$ cat src/rtl/tri_raster_collector_pkg.sv
// Shared constants for the triangle rasteriser collector: grid geometry,
// counter width and the collector state encoding.
package tri_raster_collector_pkg;

    // Default coordinate width; the grid is 2**TRI_COORD_W pixels square.
    localparam int TRI_COORD_W = 3;
    localparam int TRI_GRID    = 1 << TRI_COORD_W;

    // Pixel counter must be able to hold TRI_GRID*TRI_GRID.
    localparam int TRI_CNT_W   = 7;

    // Collector states.
    localparam logic [1:0] ST_IDLE    = 2'd0;
    localparam logic [1:0] ST_COLLECT = 2'd1;
    localparam logic [1:0] ST_DUMP    = 2'd2;

endpackage

$ cat src/rtl/tri_raster_collector_if.sv
// Row readout channel from the collector to the host/checker.
// Handshake: a row word moves on every rising clk edge where rd_valid and
// rd_ready are both high. While rd_valid is high and rd_ready is low, the
// producer holds rd_row and rd_data stable. The producer never waits for
// rd_ready before raising rd_valid. The consumer may change rd_ready freely.
interface tri_raster_collector_if #(
    parameter int COORD_W = 3
) ();

    logic                      rd_valid;
    logic                      rd_ready;
    logic [COORD_W-1:0]        rd_row;
    logic [(1 << COORD_W)-1:0] rd_data;

    modport master (
        output rd_valid,
        output rd_row,
        output rd_data,
        input  rd_ready
    );

    modport slave (
        input  rd_valid,
        input  rd_row,
        input  rd_data,
        output rd_ready
    );

endinterface

$ cat src/rtl/tri_raster_collector_bitmap.sv
// Square hit bitmap, one flop per pixel. A set port marks a pixel and also
// reports that pixel's previous value. A read port returns a whole row.
module tri_raster_collector_bitmap #(
    parameter int COORD_W = 3
) (
    input  logic                      clk,
    input  logic                      reset,
    input  logic                      clr,
    input  logic                      set_en,
    input  logic [COORD_W-1:0]        set_x,
    input  logic [COORD_W-1:0]        set_y,
    output logic                      hit,
    input  logic [COORD_W-1:0]        rd_y,
    output logic [(1 << COORD_W)-1:0] rd_row
);

    localparam int GRID = 1 << COORD_W;

    logic [GRID-1:0] bits [GRID];

    // Clear has priority over set so that a new frame always starts empty.
    always_ff @(posedge clk or negedge reset) begin
        if (!reset) begin
            for (int i = 0; i < GRID; i++) begin
                bits[i] <= '0;
            end
        end else if (clr) begin
            for (int i = 0; i < GRID; i++) begin
                bits[i] <= '0;
            end
        end else if (set_en) begin
            bits[set_y][set_x] <= 1'b1;
        end
    end

    assign hit    = bits[set_y][set_x];
    assign rd_row = bits[rd_y];

endmodule

$ cat src/rtl/tri_raster_collector.sv
// Collects the rasteriser's inside-pixel strobes into a bitmap and a count
// of distinct pixels. When busy falls, it streams the bitmap out row by row.
module tri_raster_collector
    import tri_raster_collector_pkg::*;
#(
    parameter int COORD_W = TRI_COORD_W,
    parameter int CNT_W   = TRI_CNT_W
) (
    input  logic                   clk,
    input  logic                   reset,
    input  logic                   busy_i,
    input  logic                   po_i,
    input  logic [COORD_W-1:0]     xo_i,
    input  logic [COORD_W-1:0]     yo_i,
    tri_raster_collector_if.master rd,
    output logic [CNT_W-1:0]       pix_cnt,
    output logic                   done,
    output logic                   overrun,
    output logic [1:0]             dbg_state
);

    localparam int                 GRID     = 1 << COORD_W;
    localparam logic [CNT_W-1:0]   CNT_MAX  = CNT_W'(GRID * GRID);
    localparam logic [COORD_W-1:0] LAST_ROW = COORD_W'(GRID - 1);

    logic [1:0]         state;
    logic               busy_d;
    logic               rise;
    logic               fall;
    logic               xfer;
    logic               rd_valid_q;
    logic [COORD_W-1:0] rd_row_q;
    logic               bm_clr;
    logic               bm_set;
    logic               bm_hit;
    logic [GRID-1:0]    bm_row;

    assign rise = busy_i & ~busy_d;
    assign fall = ~busy_i & busy_d;
    assign xfer = rd_valid_q & rd.rd_ready;

    // Registered copy of busy for the rise and fall edge detection.
    always_ff @(posedge clk or negedge reset) begin
        if (!reset) begin
            busy_d <= 1'b0;
        end else begin
            busy_d <= busy_i;
        end
    end

    // Bitmap control: clear on a frame start (fresh or aborting a dump), record hits only while collecting.
    always_comb begin
        bm_clr = 1'b0;
        bm_set = 1'b0;
        case (state)
            ST_IDLE:    bm_clr = rise;
            ST_COLLECT: bm_set = po_i;
            ST_DUMP:    bm_clr = rise;
            default:    bm_clr = 1'b0;
        endcase
    end

    // Frame FSM, distinct-pixel counter and readout handshake.
    always_ff @(posedge clk or negedge reset) begin
        if (!reset) begin
            state      <= ST_IDLE;
            pix_cnt    <= '0;
            rd_valid_q <= 1'b0;
            rd_row_q   <= '0;
            done       <= 1'b0;
            overrun    <= 1'b0;
        end else begin
            done    <= 1'b0;
            overrun <= 1'b0;
            case (state)
                ST_IDLE: begin
                    if (rise) begin
                        pix_cnt <= '0;
                        state   <= ST_COLLECT;
                    end
                end
                ST_COLLECT: begin
                    // Only a pixel that was not already set adds to the count.
                    if (po_i && !bm_hit && (pix_cnt != CNT_MAX)) begin
                        pix_cnt <= pix_cnt + 1'b1;
                    end
                    if (fall) begin
                        rd_row_q   <= '0;
                        rd_valid_q <= 1'b1;
                        state      <= ST_DUMP;
                    end
                end
                ST_DUMP: begin
                    // A new frame aborts the dump even if a row is moving this cycle.
                    if (rise) begin
                        overrun    <= 1'b1;
                        rd_valid_q <= 1'b0;
                        rd_row_q   <= '0;
                        pix_cnt    <= '0;
                        state      <= ST_COLLECT;
                    end else if (xfer) begin
                        rd_row_q <= rd_row_q + 1'b1;
                        if (rd_row_q == LAST_ROW) begin
                            done       <= 1'b1;
                            rd_valid_q <= 1'b0;
                            state      <= ST_IDLE;
                        end
                    end
                end
                default: begin
                    state <= ST_IDLE;
                end
            endcase
        end
    end

    tri_raster_collector_bitmap #(
        .COORD_W (COORD_W)
    ) u_bitmap (
        .clk    (clk),
        .reset  (reset),
        .clr    (bm_clr),
        .set_en (bm_set),
        .set_x  (xo_i),
        .set_y  (yo_i),
        .hit    (bm_hit),
        .rd_y   (rd_row_q),
        .rd_row (bm_row)
    );

    assign rd.rd_valid = rd_valid_q;
    assign rd.rd_row   = rd_row_q;
    assign rd.rd_data  = bm_row;
    assign dbg_state   = state;

endmodule

$ cat src/flat_wrapper.sv
// flat-port wrapper written by rule: the top's interface ports become plain ports
module tri_raster_collector_flat import tri_raster_collector_pkg::*;
#(
    parameter int COORD_W = TRI_COORD_W,
    parameter int CNT_W   = TRI_CNT_W
)
  (clk, reset, busy_i, po_i, xo_i, yo_i, pix_cnt, done, overrun, dbg_state, rd_rd_valid, rd_rd_row, rd_rd_data, rd_rd_ready);
  tri_raster_collector_if #(.COORD_W(COORD_W)) rd_i ();
  input  logic clk;
  input  logic reset;
  input  logic busy_i;
  input  logic po_i;
  input  logic [COORD_W-1:0] xo_i;
  input  logic [COORD_W-1:0] yo_i;
  output logic [CNT_W-1:0] pix_cnt;
  output logic done;
  output logic overrun;
  output logic [1:0] dbg_state;
  output wire logic [$bits(rd_i.rd_valid)-1:0] rd_rd_valid;
  output wire logic [$bits(rd_i.rd_row)-1:0] rd_rd_row;
  output wire logic [$bits(rd_i.rd_data)-1:0] rd_rd_data;
  input wire logic [$bits(rd_i.rd_ready)-1:0] rd_rd_ready;
  assign rd_rd_valid = rd_i.rd_valid;
  assign rd_rd_row = rd_i.rd_row;
  assign rd_rd_data = rd_i.rd_data;
  assign rd_i.rd_ready = rd_rd_ready;
  tri_raster_collector #(.COORD_W(COORD_W), .CNT_W(CNT_W)) u_core (.clk(clk), .reset(reset), .busy_i(busy_i), .po_i(po_i), .xo_i(xo_i), .yo_i(yo_i), .rd(rd_i), .pix_cnt(pix_cnt), .done(done), .overrun(overrun), .dbg_state(dbg_state));
endmodule
$ cat config.mk
export PLATFORM = sky130hd
export DESIGN_NAME = tri_raster_collector_flat
export DESIGN_NICKNAME = d
export VERILOG_FILES = /design/src/rtl/tri_raster_collector_pkg.sv /design/src/rtl/tri_raster_collector_if.sv /design/src/rtl/tri_raster_collector_bitmap.sv /design/src/rtl/tri_raster_collector.sv /design/src/flat_wrapper.sv
export SDC_FILE = /design/constraint.sdc
export NUM_CORES = 1
export LEC_CHECK = 0
export ABC_AREA = 1
export CORE_MARGIN = 10
export CORE_UTILIZATION = 45
export DETAILED_ROUTE_END_ITERATION = 6
export PLACE_DENSITY = 0.73
export SYNTH_ARGS = -nofsm -noshare
export SYNTH_HDL_FRONTEND = slang
export SYNTH_HIERARCHICAL = 1
export SYNTH_SLANG_ARGS = --single-unit
$ cat constraint.sdc
create_clock -name clk -period 1.6 [get_ports clk]
set_clock_uncertainty 0.15 [all_clocks]
set_input_delay 0.32 -clock clk [delete_from_list [all_inputs] [get_ports clk]]
set_output_delay 0.32 -clock clk [all_outputs]
set_load 0.01 [all_outputs]
==> impl_metrics.tcl <==
set metrics [dict create \
    die-area_um2 15300 \
    hp-class "in -> async" \
    insertion_delay_ns 0.38 \
    cp_top_family "flip-flops" \
    place_ws_ns -0.946 \
    drt-total-wl_mm 18.7 \
    r2r_start "u_core/u_bitmap/bits[45]" \
    area_growth_pct 55.0 \
    totalPowerFinal_mw 7.11 \
    rows 37 \
    start_util_pct 46.6 \
    postRouteAntennaNets 0 \
    muxShareOfSynthArea_pct 0 \
    drv_cap 0 \
    ys_ff_latch 80 \
    fin_crit_ns 2.34 \
    first_iter_violations 629 \
    slew_violations 0 \
    ys.flop_type "dfrtp_1" \
    dp.cells 933 \
    final_hold_viol_count 0 \
    num_vias 5686 \
    yosysUniqueCellTypes 32 \
    drc 0 \
    grt_max_degree 36 \
    dp_hpwl_mm 11.0 \
    synth_top_family_by_area "simple AND/OR/NAND/NOR gates" \
    grt_pass1_vias 5406 \
    p_per_area_nw_per_um2 949 \
    rsz0062_at_grt "true" \
    clk_pin_slew_worst_paths_ns 0.09 \
    clockBufferDepth 2 \
    timing.fmax_mhz 427 \
    vias_per_cell 5.76 \
    post_dp_cell_area_um2 6330 \
    slowest_stage "dfrtp_4" \
    syn_area_per_cell_um2 7.28 \
    portBuffers 33 \
    fin_nets 859 \
    worstSetupStartpoint "u_core/rd.rd_row[0]" \
    first_pass_iters 5 \
    cp-end-kind "output pin" \
    setup_viol 47 \
    max_stage_delay_ns 0.59 \
    yosysWarningCount 6 \
    synth_compound_area_share_pct 15.9 \
    htree_levels 3 \
    synth_adder_area_share_pct 1.04 \
    synth.area.top_cells "dfrtp_1 (41%), nand2_1 (16%), a21oi_1 (9.2%), inv_1 (4.4%), nor2_1 (4.4%)" \
    ys_async_sr_fraction_pct 100 \
    io_pins 34 \
    power.leakage_nw 3.65 \
    cts.sinks 80 \
    vdd_drop_max_uv 600 \
    stdcell_count 987 \
    grt.overflow.total 0 \
    grt_pass1_wl_mm 27.6 \
    fin_crit_sh_pct 146 \
    multi_input_area_um2 2910 \
    cp-start-kind "register" \
    synthCells 663 \
    synth-simple-area-share_pct 32.1 \
    arrival_ns 1.87 \
    fin_setup_tns_ns -9.67 \
    crit_path_max_fanout 8 \
    synth_edf_count 0 \
    cts_made_buffers 9 \
    critPathKind "reg -> out" \
    synth.cells.most_frequent "nand2_1 (208), a21oi_1 (89), dfrtp_1 (80)" \
    crit_buf_inv 3 \
    drive_above_1_share_pct 43.6 \
    slew_headroom_pct 72.8 \
    yosys.area.top_type "dfrtp_1" \
    cts_tree "done" \
    synth_xor_area_share_pct 0.181 \
    ctsRootBufferMaster "clkbuf_8" \
    yosysTopAreaCellShare_pct 41.5 \
    critPathRequiredTime_ns 1.13 \
    regArea_um2 2010 \
    grt_use_total_pct 23.0 \
    core_um2 10400 \
    synth_most_common_cell "nand2_1" \
    netlist_area_um2 4830 \
    syn-num-nets 678 \
    synth-seq-area-share_pct 41.5 \
    tightest_slew_ns 0.408 \
    n_fill_cell 728 \
    fin_ws_ns -0.742 \
    die_h_um 124 \
    die_w_um 124 \
    cp_cell_sequence "buf_8, clkinv_8, nor2_1, o21ai_0, a21oi_1, a31oi_2, buf_2" \
    antenna_found_initial 2 \
    place.gp.congestion 0.949 \
    final_area_um2 7490 \
    violations "negative setup slack" \
    outcome "finished, violations left" \
    wl_per_cell_um 18.9 \
]
## final cells by class
cell class                 count  share of cell area, %
tap                          136                   2.27
timing repair buffer         199                   24.2
inverter                      67                   3.91
sequential                    80                   26.8
antenna                        2                 0.0668
clock buffer                  10                   1.84
timing repair inverter         3                  0.585
clock inverter                 6                   1.54
multi-input combinational    484                   38.8
## sequential cells by signal (all words and copies together), names as in the netlist
signal,cells
u_core/u_bitmap/bits,64
u_core/pix_cnt,7
u_core/rd.rd_row,3
u_core/rd.rd_valid,1
u_core/dbg_state,2
u_core/busy_d,1
u_core/overrun,1
u_core/done,1
## worst paths after layout
| kind | end | slack, ns | cells past startpoint |
|---|---|---|---|
| worst max-delay path | rd_rd_data[5] | -0.74 | 7 |
| worst min-delay path | u_core/u_bitmap/bits[32] | 0.27 | 2 |
| worst max register to register | u_core/pix_cnt[6] | -0.41 | 12 |
| worst min register to register | u_core/rd.rd_valid | 0.38 | 2 |
| max in group asynchronous | u_core/u_bitmap/bits[9] | 0.51 | 3 |
| min in group clk | u_core/rd.rd_valid | 0.38 | 2 |
## worst reg2reg max path, cell delays in order (launching register included)
cell and delay, ns:
dfrtp_1 0.38, buf_4 0.13, o211ai_1 0.20, nand2_1 0.10, o21ai_1 0.16, nand2_1 0.08
nor2_1 0.10, nand2_1 0.11, nor2_4 0.16, nand2_4 0.13, inv_6 0.10, nand2_4 0.06
nand2_2 0.07
## power breakdown
group / leakage, nW / switching [mW] / internal [mW] / total [mW]
clock network: 0.123 / 0.812 / 1.09 / 1.90
registers: 1.10 / 0.146 / 2.14 / 2.29
logic: 2.42 / 1.62 / 1.30 / 2.92
## metrics by stage
stage	hold slack [ns]	util (%)
final	0.266	72.2
after global routing	0.296	72.2
after CTS	0.265	67.6
after detailed placement	0.129	61.0
after global placement	0.123	61.0
after floorplan	-0.126	-
## kinds of logic after synthesis
group	after synthesis
compound gates	147
simple gates	331
buf+inv	100
fa+ha+maj	4
flops	80
xor+xnor	1
## metal layers
metal | routed length [um] | GRT usage (%) | vias up
met5 | 0 | 0 | -
met4 | 1060 | 10.9 | 0
met3 | 1870 | 5.16 | 101
met2 | 8740 | 36.5 | 354
met1 | 7030 | 29.3 | 2720
li1 | - | - | 2511
## repair_timing
item / CTS / global route
pin swaps: 25 / 49
hold buffers: 1 / 0
gates cloned: 6 / 0
buffers inserted: 17 / 13
setup endpoints to repair: 84 / 59
resized for setup: 141 / 116
hold endpoints to repair: 26 / 0
## cells in the final DEF, fill, tap and decap left out, types with 9 or more instances in the layout
cell,count
nand2_1,177
buf_4,129
dfrtp_1,78
nor2_1,53
a21oi_2,49
inv_1,43
a21oi_1,39
nand2_2,28
o21ai_1,26
buf_6,21
inv_2,16
nand3_1,16
dlygate4sd2_1,13
buf_12,13
nand2_4,11
clkbuf_8,10
buf_2,10
nor4_4,9
(Power assumes the default switching activity.)
